==> src/rtl/partition_engine_if.sv <==
// Bundles the partition engine's control handshake and word-memory port.
// slave: engine side. master: range-stack controller plus word memory side.
interface partition_engine_if #(
    parameter int WORD_SIZE = 16,
    parameter int ADDR_W    = 12
);
    logic                 start;
    logic [ADDR_W-1:0]    lo;
    logic [ADDR_W-1:0]    hi;
    logic                 busy;
    logic                 done;
    logic [ADDR_W-1:0]    pivot_idx;
    logic [ADDR_W-1:0]    mem_addr;
    logic [WORD_SIZE-1:0] mem_wdata;
    logic                 mem_read_en;
    logic                 mem_write_en;
    logic [WORD_SIZE-1:0] mem_rdata;

    modport slave (
        input  start, lo, hi, mem_rdata,
        output busy, done, pivot_idx, mem_addr, mem_wdata, mem_read_en, mem_write_en
    );

    modport master (
        output start, lo, hi, mem_rdata,
        input  busy, done, pivot_idx, mem_addr, mem_wdata, mem_read_en, mem_write_en
    );
endinterface

==> src/rtl/partition_engine.sv <==
// Lomuto partition of A[lo..hi] in a negedge-acting word memory; returns the pivot index.
// SIGNED_CMP_EN selects a two's-complement element compare (unsigned when undefined).
module partition_engine #(
    parameter int WORD_SIZE = 16,
    parameter int ADDR_W    = 12
) (
    input  logic                clk,
    input  logic                rst_n,
    partition_engine_if.slave   bus
);
    localparam logic [3:0] S_IDLE   = 4'd0;
    localparam logic [3:0] S_RD_PIV = 4'd1;
    localparam logic [3:0] S_RD_J   = 4'd2;
    localparam logic [3:0] S_CMP    = 4'd3;
    localparam logic [3:0] S_RD_I   = 4'd4;
    localparam logic [3:0] S_WR_J   = 4'd5;
    localparam logic [3:0] S_WR_I   = 4'd6;
    localparam logic [3:0] S_FIN_RD = 4'd7;
    localparam logic [3:0] S_FIN_WH = 4'd8;
    localparam logic [3:0] S_FIN_WI = 4'd9;
    localparam logic [3:0] S_DONE   = 4'd10;

    localparam logic [ADDR_W-1:0] IDX_ONE = ADDR_W'(1);

    logic [3:0]           state_reg, state_next;
    logic [ADDR_W-1:0]    hi_reg, hi_next;
    logic [ADDR_W-1:0]    i_reg, i_next;
    logic [ADDR_W-1:0]    j_reg, j_next;
    logic [ADDR_W-1:0]    pivot_idx_reg, pivot_idx_next;
    logic [WORD_SIZE-1:0] pivot_reg, pivot_next;
    logic [WORD_SIZE-1:0] aj_reg, aj_next;
    logic [WORD_SIZE-1:0] ai_reg, ai_next;

    logic [ADDR_W-1:0]    i_inc, j_inc;
    logic                 aj_lt_pivot;

    assign i_inc = i_reg + IDX_ONE;
    assign j_inc = j_reg + IDX_ONE;

`ifdef SIGNED_CMP_EN
    assign aj_lt_pivot = $signed(aj_reg) < $signed(pivot_reg);
`else
    assign aj_lt_pivot = aj_reg < pivot_reg;
`endif

    always_comb begin
        state_next     = state_reg;
        hi_next        = hi_reg;
        i_next         = i_reg;
        j_next         = j_reg;
        pivot_idx_next = pivot_idx_reg;
        pivot_next     = pivot_reg;
        aj_next        = aj_reg;
        ai_next        = ai_reg;
        case (state_reg)
            S_IDLE: begin
                if (bus.start) begin
                    hi_next = bus.hi;
                    i_next  = bus.lo;
                    j_next  = bus.lo;
                    if (bus.lo < bus.hi) begin
                        state_next = S_RD_PIV;
                    end else begin
                        pivot_idx_next = bus.lo;
                        state_next     = S_DONE;
                    end
                end
            end
            S_RD_PIV: begin
                pivot_next = bus.mem_rdata;
                state_next = S_RD_J;
            end
            S_RD_J: begin
                aj_next    = bus.mem_rdata;
                state_next = S_CMP;
            end
            S_CMP: begin
                // A swap with itself is skipped: advance both pointers without touching memory.
                if (aj_lt_pivot && (i_reg != j_reg)) begin
                    state_next = S_RD_I;
                end else begin
                    if (aj_lt_pivot) begin
                        i_next = i_inc;
                    end
                    j_next     = j_inc;
                    state_next = (j_inc == hi_reg) ? S_FIN_RD : S_RD_J;
                end
            end
            S_RD_I: begin
                ai_next    = bus.mem_rdata;
                state_next = S_WR_J;
            end
            S_WR_J: begin
                state_next = S_WR_I;
            end
            S_WR_I: begin
                i_next     = i_inc;
                j_next     = j_inc;
                state_next = (j_inc == hi_reg) ? S_FIN_RD : S_RD_J;
            end
            S_FIN_RD: begin
                if (i_reg == hi_reg) begin
                    pivot_idx_next = i_reg;
                    state_next     = S_DONE;
                end else begin
                    ai_next    = bus.mem_rdata;
                    state_next = S_FIN_WH;
                end
            end
            S_FIN_WH: begin
                state_next = S_FIN_WI;
            end
            S_FIN_WI: begin
                pivot_idx_next = i_reg;
                state_next     = S_DONE;
            end
            S_DONE: begin
                state_next = S_IDLE;
            end
            default: begin
                state_next = S_IDLE;
            end
        endcase
    end

    // Memory port is a pure decode of the current state so it drops to zero at once on reset.
    always_comb begin
        bus.mem_addr     = '0;
        bus.mem_wdata    = '0;
        bus.mem_read_en  = 1'b0;
        bus.mem_write_en = 1'b0;
        case (state_reg)
            S_RD_PIV: begin
                bus.mem_addr    = hi_reg;
                bus.mem_read_en = 1'b1;
            end
            S_RD_J: begin
                bus.mem_addr    = j_reg;
                bus.mem_read_en = 1'b1;
            end
            S_RD_I: begin
                bus.mem_addr    = i_reg;
                bus.mem_read_en = 1'b1;
            end
            S_WR_J: begin
                bus.mem_addr     = j_reg;
                bus.mem_wdata    = ai_reg;
                bus.mem_write_en = 1'b1;
            end
            S_WR_I: begin
                bus.mem_addr     = i_reg;
                bus.mem_wdata    = aj_reg;
                bus.mem_write_en = 1'b1;
            end
            S_FIN_RD: begin
                if (i_reg != hi_reg) begin
                    bus.mem_addr    = i_reg;
                    bus.mem_read_en = 1'b1;
                end
            end
            S_FIN_WH: begin
                bus.mem_addr     = hi_reg;
                bus.mem_wdata    = ai_reg;
                bus.mem_write_en = 1'b1;
            end
            S_FIN_WI: begin
                bus.mem_addr     = i_reg;
                bus.mem_wdata    = pivot_reg;
                bus.mem_write_en = 1'b1;
            end
            default: begin
            end
        endcase
    end

    assign bus.busy      = (state_reg != S_IDLE) && (state_reg != S_DONE);
    assign bus.done      = (state_reg == S_DONE);
    assign bus.pivot_idx = pivot_idx_reg;

    always_ff @(posedge clk or negedge rst_n) begin
        if (!rst_n) begin
            state_reg     <= S_IDLE;
            hi_reg        <= '0;
            i_reg         <= '0;
            j_reg         <= '0;
            pivot_idx_reg <= '0;
            pivot_reg     <= '0;
            aj_reg        <= '0;
            ai_reg        <= '0;
        end else begin
            state_reg     <= state_next;
            hi_reg        <= hi_next;
            i_reg         <= i_next;
            j_reg         <= j_next;
            pivot_idx_reg <= pivot_idx_next;
            pivot_reg     <= pivot_next;
            aj_reg        <= aj_next;
            ai_reg        <= ai_next;
        end
    end
endmodule

==> src/flat_wrapper.sv <==
// flat-port wrapper written by rule: the top's interface ports become plain ports
module partition_engine_flat 
#(
    parameter int WORD_SIZE = 16,
    parameter int ADDR_W    = 12
)
  (clk, rst_n, bus_start, bus_lo, bus_hi, bus_mem_rdata, bus_busy, bus_done, bus_pivot_idx, bus_mem_addr, bus_mem_wdata, bus_mem_read_en, bus_mem_write_en);
  partition_engine_if #(.WORD_SIZE(WORD_SIZE), .ADDR_W(ADDR_W)) bus_i ();
  input  logic clk;
  input  logic rst_n;
  input wire logic [$bits(bus_i.start)-1:0] bus_start;
  input wire logic [$bits(bus_i.lo)-1:0] bus_lo;
  input wire logic [$bits(bus_i.hi)-1:0] bus_hi;
  input wire logic [$bits(bus_i.mem_rdata)-1:0] bus_mem_rdata;
  output wire logic [$bits(bus_i.busy)-1:0] bus_busy;
  output wire logic [$bits(bus_i.done)-1:0] bus_done;
  output wire logic [$bits(bus_i.pivot_idx)-1:0] bus_pivot_idx;
  output wire logic [$bits(bus_i.mem_addr)-1:0] bus_mem_addr;
  output wire logic [$bits(bus_i.mem_wdata)-1:0] bus_mem_wdata;
  output wire logic [$bits(bus_i.mem_read_en)-1:0] bus_mem_read_en;
  output wire logic [$bits(bus_i.mem_write_en)-1:0] bus_mem_write_en;
  assign bus_i.start = bus_start;
  assign bus_i.lo = bus_lo;
  assign bus_i.hi = bus_hi;
  assign bus_i.mem_rdata = bus_mem_rdata;
  assign bus_busy = bus_i.busy;
  assign bus_done = bus_i.done;
  assign bus_pivot_idx = bus_i.pivot_idx;
  assign bus_mem_addr = bus_i.mem_addr;
  assign bus_mem_wdata = bus_i.mem_wdata;
  assign bus_mem_read_en = bus_i.mem_read_en;
  assign bus_mem_write_en = bus_i.mem_write_en;
  partition_engine #(.WORD_SIZE(WORD_SIZE), .ADDR_W(ADDR_W)) u_core (.clk(clk), .rst_n(rst_n), .bus(bus_i));
endmodule
==> config.mk <==
export PLATFORM = sky130hd
export DESIGN_NAME = partition_engine_flat
export DESIGN_NICKNAME = d
export VERILOG_FILES = /design/src/rtl/partition_engine_if.sv /design/src/rtl/partition_engine.sv /design/src/flat_wrapper.sv
export SDC_FILE = /design/constraint.sdc
export NUM_CORES = 1
export LEC_CHECK = 0
export ABC_AREA = 1
export CORE_AREA = 2 2 139 141
export CTS_CLUSTER_DIAMETER = 150
export DETAILED_ROUTE_END_ITERATION = 8
export DIE_AREA = 0 0 141 143
export SYNTH_ARGS = -nofsm -noshare
export SYNTH_HDL_FRONTEND = slang
export SYNTH_SLANG_ARGS = --single-unit
==> constraint.sdc <==
create_clock -name clk -period 1.75 [get_ports clk]
set_input_delay 0.35 -clock clk [delete_from_list [all_inputs] [get_ports clk]]
set_output_delay 0.35 -clock clk [all_outputs]
set_load 0.03 [all_outputs]
==> summary.md <==
| Metric | Value |
|---|---|
| Worst R2R Setup Slack | -0.49 ns |
| Max clock buf depth | 2 |
| DRC | 0 |
| Routed length per instance | approximately 17 um |
| Top-area cell type share of the netlist area | between 30% and 40% |
| CP max FO | 5 |
| GR Util All Layers | 24.1% |
| Crit path launch | u_core.i_reg[1]$_DFFE_PN0P_ |
| Detail Placement HPWL | ~16 mm |
| Distinct cells, synth | 35 |
| Final setup viols | slightly below 90 |
| CP Data Required Time | 1.40 ns |
| Crit path buffers/inverters | 3 |
| Initial antenna violation count | 0 |
| Count of input and output buffers | 86 |
| #FFs+latches synth | 100 |
| Primary FF master, synth | dfrtp_1 |
| CTS tree | built |
| WHS | 0.338 ns |
| Most frequent cell after synthesis | nand2_1 |
| Starting Density | between 30% and 40% |
| Root buf cell | clkbuf_16 |
| Fin crit period | between 2 and 3 ns |
| Routing usage on met1 | between 20% and 30% |
| Fill count | ~1500 |
| Row Count | 50 |
| Max-Cap Viols | 0 |
| Worst slew pin tran | ~0.42 ns |
| Antenna-violating nets left | 0 |
| Ant. Diodes | 0 |
| Syn_nets | slightly below 1000 |
| Die ar. | 20200 um^2 |
| WP data arrival | about 2.2 ns |
| RSZ-0062 raised after global routing | true |
| Slew headroom | a little under three quarters |
| H-tree Lvls | 3 |
| CP cell instances | xnor2_2 -> nand2_1 -> nor3_2 -> buf_4 -> nand4_1 -> a21oi_2 -> buf_6 -> o211ai_1 -> buf_4 |
| Commonest cells in the netlist | 274 x nand2_1, 118 x inv_1, 107 x o21ai_0 |
| Maximum vdd drop | between 0.9 and 1 mV |
| First-pass GRT wire length | about 38 mm |
| Leakage | ~5.5 nW |
| FFs w/ async S/R, synth | between 90% and 100% |
| Worst R2R Path Depth | 15 |
| Top delay family on crit path | buffers and inverters |
| Switching share of power | about 50% |
| Top Ports | a little under 90 |
| CP dominant cell by count | buf_4 |
| Worst setup EP type | output pin |
| Sequential-to-total area share from yosys stat | between 30 and 40% |
| Met3 Track Usage GR | about 4.8% |
| Layout cells sized above 1 | around 44% |
| Util after Layout | 61.3% |
| Vias/cell | approximately 5 |
| Total Routed Length | around 25 mm |
| TritonCTS Buffers | 9 |
| Sw power | 0.0115 W |
| RePlAce Congestion | ~0.9 |
| Logic pwr share | between 70% and 80% |
| Post-synth EDFFs | 0 |
| Failing checks | negative setup slack |
| Clock-pin slew on the worst setup and hold paths | 0.08 ns |
| Nets | about 1300 |
| FF-to-FF End | u_core.i_reg[11]$_DFFE_PN0P_ |
| P per Cell Area | between 2000 and 2500 nW/um^2 |
| Slew Viols, Final | 0 |
| Avg Inst Size Synth | around 7.1 um^2 |
| Period utilization | 145% |
| WP depth | 9 |
| Met2 usage | between 40% and 50% |
| RR Startpoint | u_core.state_reg[2]$_DFFE_PN0N_ |
| Grt total ovfl | 0 |
| Die H | roughly 140 um |
| Worst Setup Start Kind | flop |
| # clock sinks | 100 |
| Kind of critical path | flop to output pin |
| Worst setup margin | -0.792 ns |
| Cell Area, Synth | approximately 6500 um^2 |
| Pin count of the biggest net entering global routing | between 50 and 60 |
| Status | finished with violations |
| Top cells by area, synth | dfrtp_1 39%, nand2_1 16%, o21ai_0 8.3%, inv_1 6.9%, ha_1 5.4% |
| Fmax | a little under 400 MHz |
| Clk_lat worst skew | between 0.3 and 0.4 ns |
| GRT Max-Usage Layer | met2 |
| Placed cells | between 1000 and 1500 |
| Final Power | around 0.024 W |
| Clock power share | 8.8% |
| Critical-path top delay cell | dfrtp_1 |
| Die Wd | ~140 um |
| Critical path's largest stage delay | 0.42 ns |
| Core area | 18600 um^2 |
| Cell count after synthesis | between 900 and 1000 |
| Clk_skew | approximately 0.010 ns |
| Final Hold Viols | 0 |
| Final instance count without filler cells | between 1000 and 1500 |
| Power Internal | around 0.012 W |
| Initial DRC Count | 587 |
| Dpl ws | -0.694 ns |
| Flop pwr share | between 10% and 20% |
| Yosys top cell by area | dfrtp_1 |
| Total number of vias | approximately 7400 |
| Hold crit path type | input pin to flop |
| Yosys warnings | 0 |
| Drt first pass iters | 5 |
| Number of global-route vias before repair | between 7000 and 8000 |
| Layout overhead on the synthesized area | 76.3% |
| Worst setup endpoint | bus_mem_addr[8] |
==> timing repair <==
| action | 4_1_cts | 5_1_grt |
|---|---|---|
| hold buffers | 1 | 0 |
| cloned | 12 | 4 |
| setup endpoints to repair | 100 | 97 |
| buffers inserted | 23 | 14 |
| gates resized for setup | 194 | 267 |
| hold endpoints to repair | 21 | 0 |
| pin swaps | 30 | 57 |
==> worst min path at each step <==
stage                     startpoint                           end  slack (ns)  cells after the start
after floorplan                rst_n  u_core.ai_reg[0]$_DFFE_PN0P_        0.05                      0
after global placement         rst_n  u_core.hi_reg[3]$_DFFE_PN0P_        0.29                      1
after detailed placement       rst_n  u_core.hi_reg[3]$_DFFE_PN0P_        0.29                      1
after CTS                      rst_n  u_core.hi_reg[3]$_DFFE_PN0P_        0.45                      2
after global routing       bus_hi[4]  u_core.hi_reg[4]$_DFFE_PN0P_        0.34                      3
final                      bus_hi[4]  u_core.hi_reg[4]$_DFFE_PN0P_        0.34                      3
==> layout by cell type, fill, tap and decap left out, drive strengths merged <==
| cell | count |
|---|---|
| nand2 | 278 |
| buf | 250 |
| inv | 128 |
| o21ai | 116 |
| dfrtp | 100 |
| nor2 | 75 |
| nand3 | 44 |
| a21oi | 42 |
| clkdlybuf4s50 | 40 |
| ha | 28 |
| o221ai | 16 |
| nand4 | 16 |
| o211ai | 13 |
| clkbuf | 13 |
| dlygate4sd2 | 12 |
| xnor2 | 6 |
| nand3b | 5 |
| xor2 | 5 |
| nor3 | 4 |
| clkinv | 3 |
| o22ai | 1 |
| o31ai | 1 |
| or2 | 1 |
| mux2 | 1 |
| o21a | 1 |
| and3 | 1 |
| dlygate4sd3 | 1 |
| dlymetal6s2s | 1 |
==> layer usage <==
metal	wire length (um)	vias to the layer above
met2	12800	304
met5	0	-
met4	649	0
met1	10100	3471
li1	-	3543
met3	1520	56
==> area by class of cell <==
cell class / instances / area [um^2] / area share [%]
clock buffers: 10 / 239 / 2.10
clock inverters: 6 / 53.8 / 0.472
inverters: 125 / 494 / 4.34
multi-input cells: 654 / 4800 / 42.1
flip-flops and latches: 100 / 2510 / 22.1
well taps: 234 / 293 / 2.57
repair buffers: 307 / 3000 / 26.3
==> kinds of logic after synthesis <==
| group | share of synthesized area [%] |
|---|---|
| buffers and inverters | 9.76 |
| AOI/OAI and AO/OA | 16.5 |
| muxes | 0.174 |
| DFF | 38.7 |
| xor gates and xnor gates | 1.49 |
| adders and majority gates | 5.42 |
| and+or+nand+nor | 28.0 |
==> power by group through the flow <==
stage	sequential, W	clock, W	combinational (W)
finish	0.00447	0.00207	0.0170
global route	0.00459	0.00220	0.0183
CTS	0.00431	0.00210	0.0148
detailed placement	0.00433	0	0.0118
global placement	0.00429	0	0.0117
floorplan	0.00449	0	0.00648
==> stage by stage <==
stage          cell area (um^2)  TNS, ns
2_1_floorplan              6620    -1.59
3_3_place_gp               8980   -23.44
3_5_place_dp               8980   -24.41
4_1_cts                   10400   -30.62
5_1_grt                   11400   -43.47
6_report                  11400   -36.72
==> worst reg2reg max path, cell delays in order (launching register included) <==
cell	delay (ns)
dfrtp_2	0.41
buf_6	0.11
inv_4	0.03
nor2_4	0.13
inv_4	0.07
buf_6	0.12
nor2_4	0.22
buf_6	0.16
buf_6	0.10
nor2_4	0.04
a21oi_4	0.18
nand3_4	0.14
buf_12	0.16
buf_12	0.15
nor2_4	0.08
a21oi_2	0.03
Note: power is estimated with default switching activity, not from simulation.
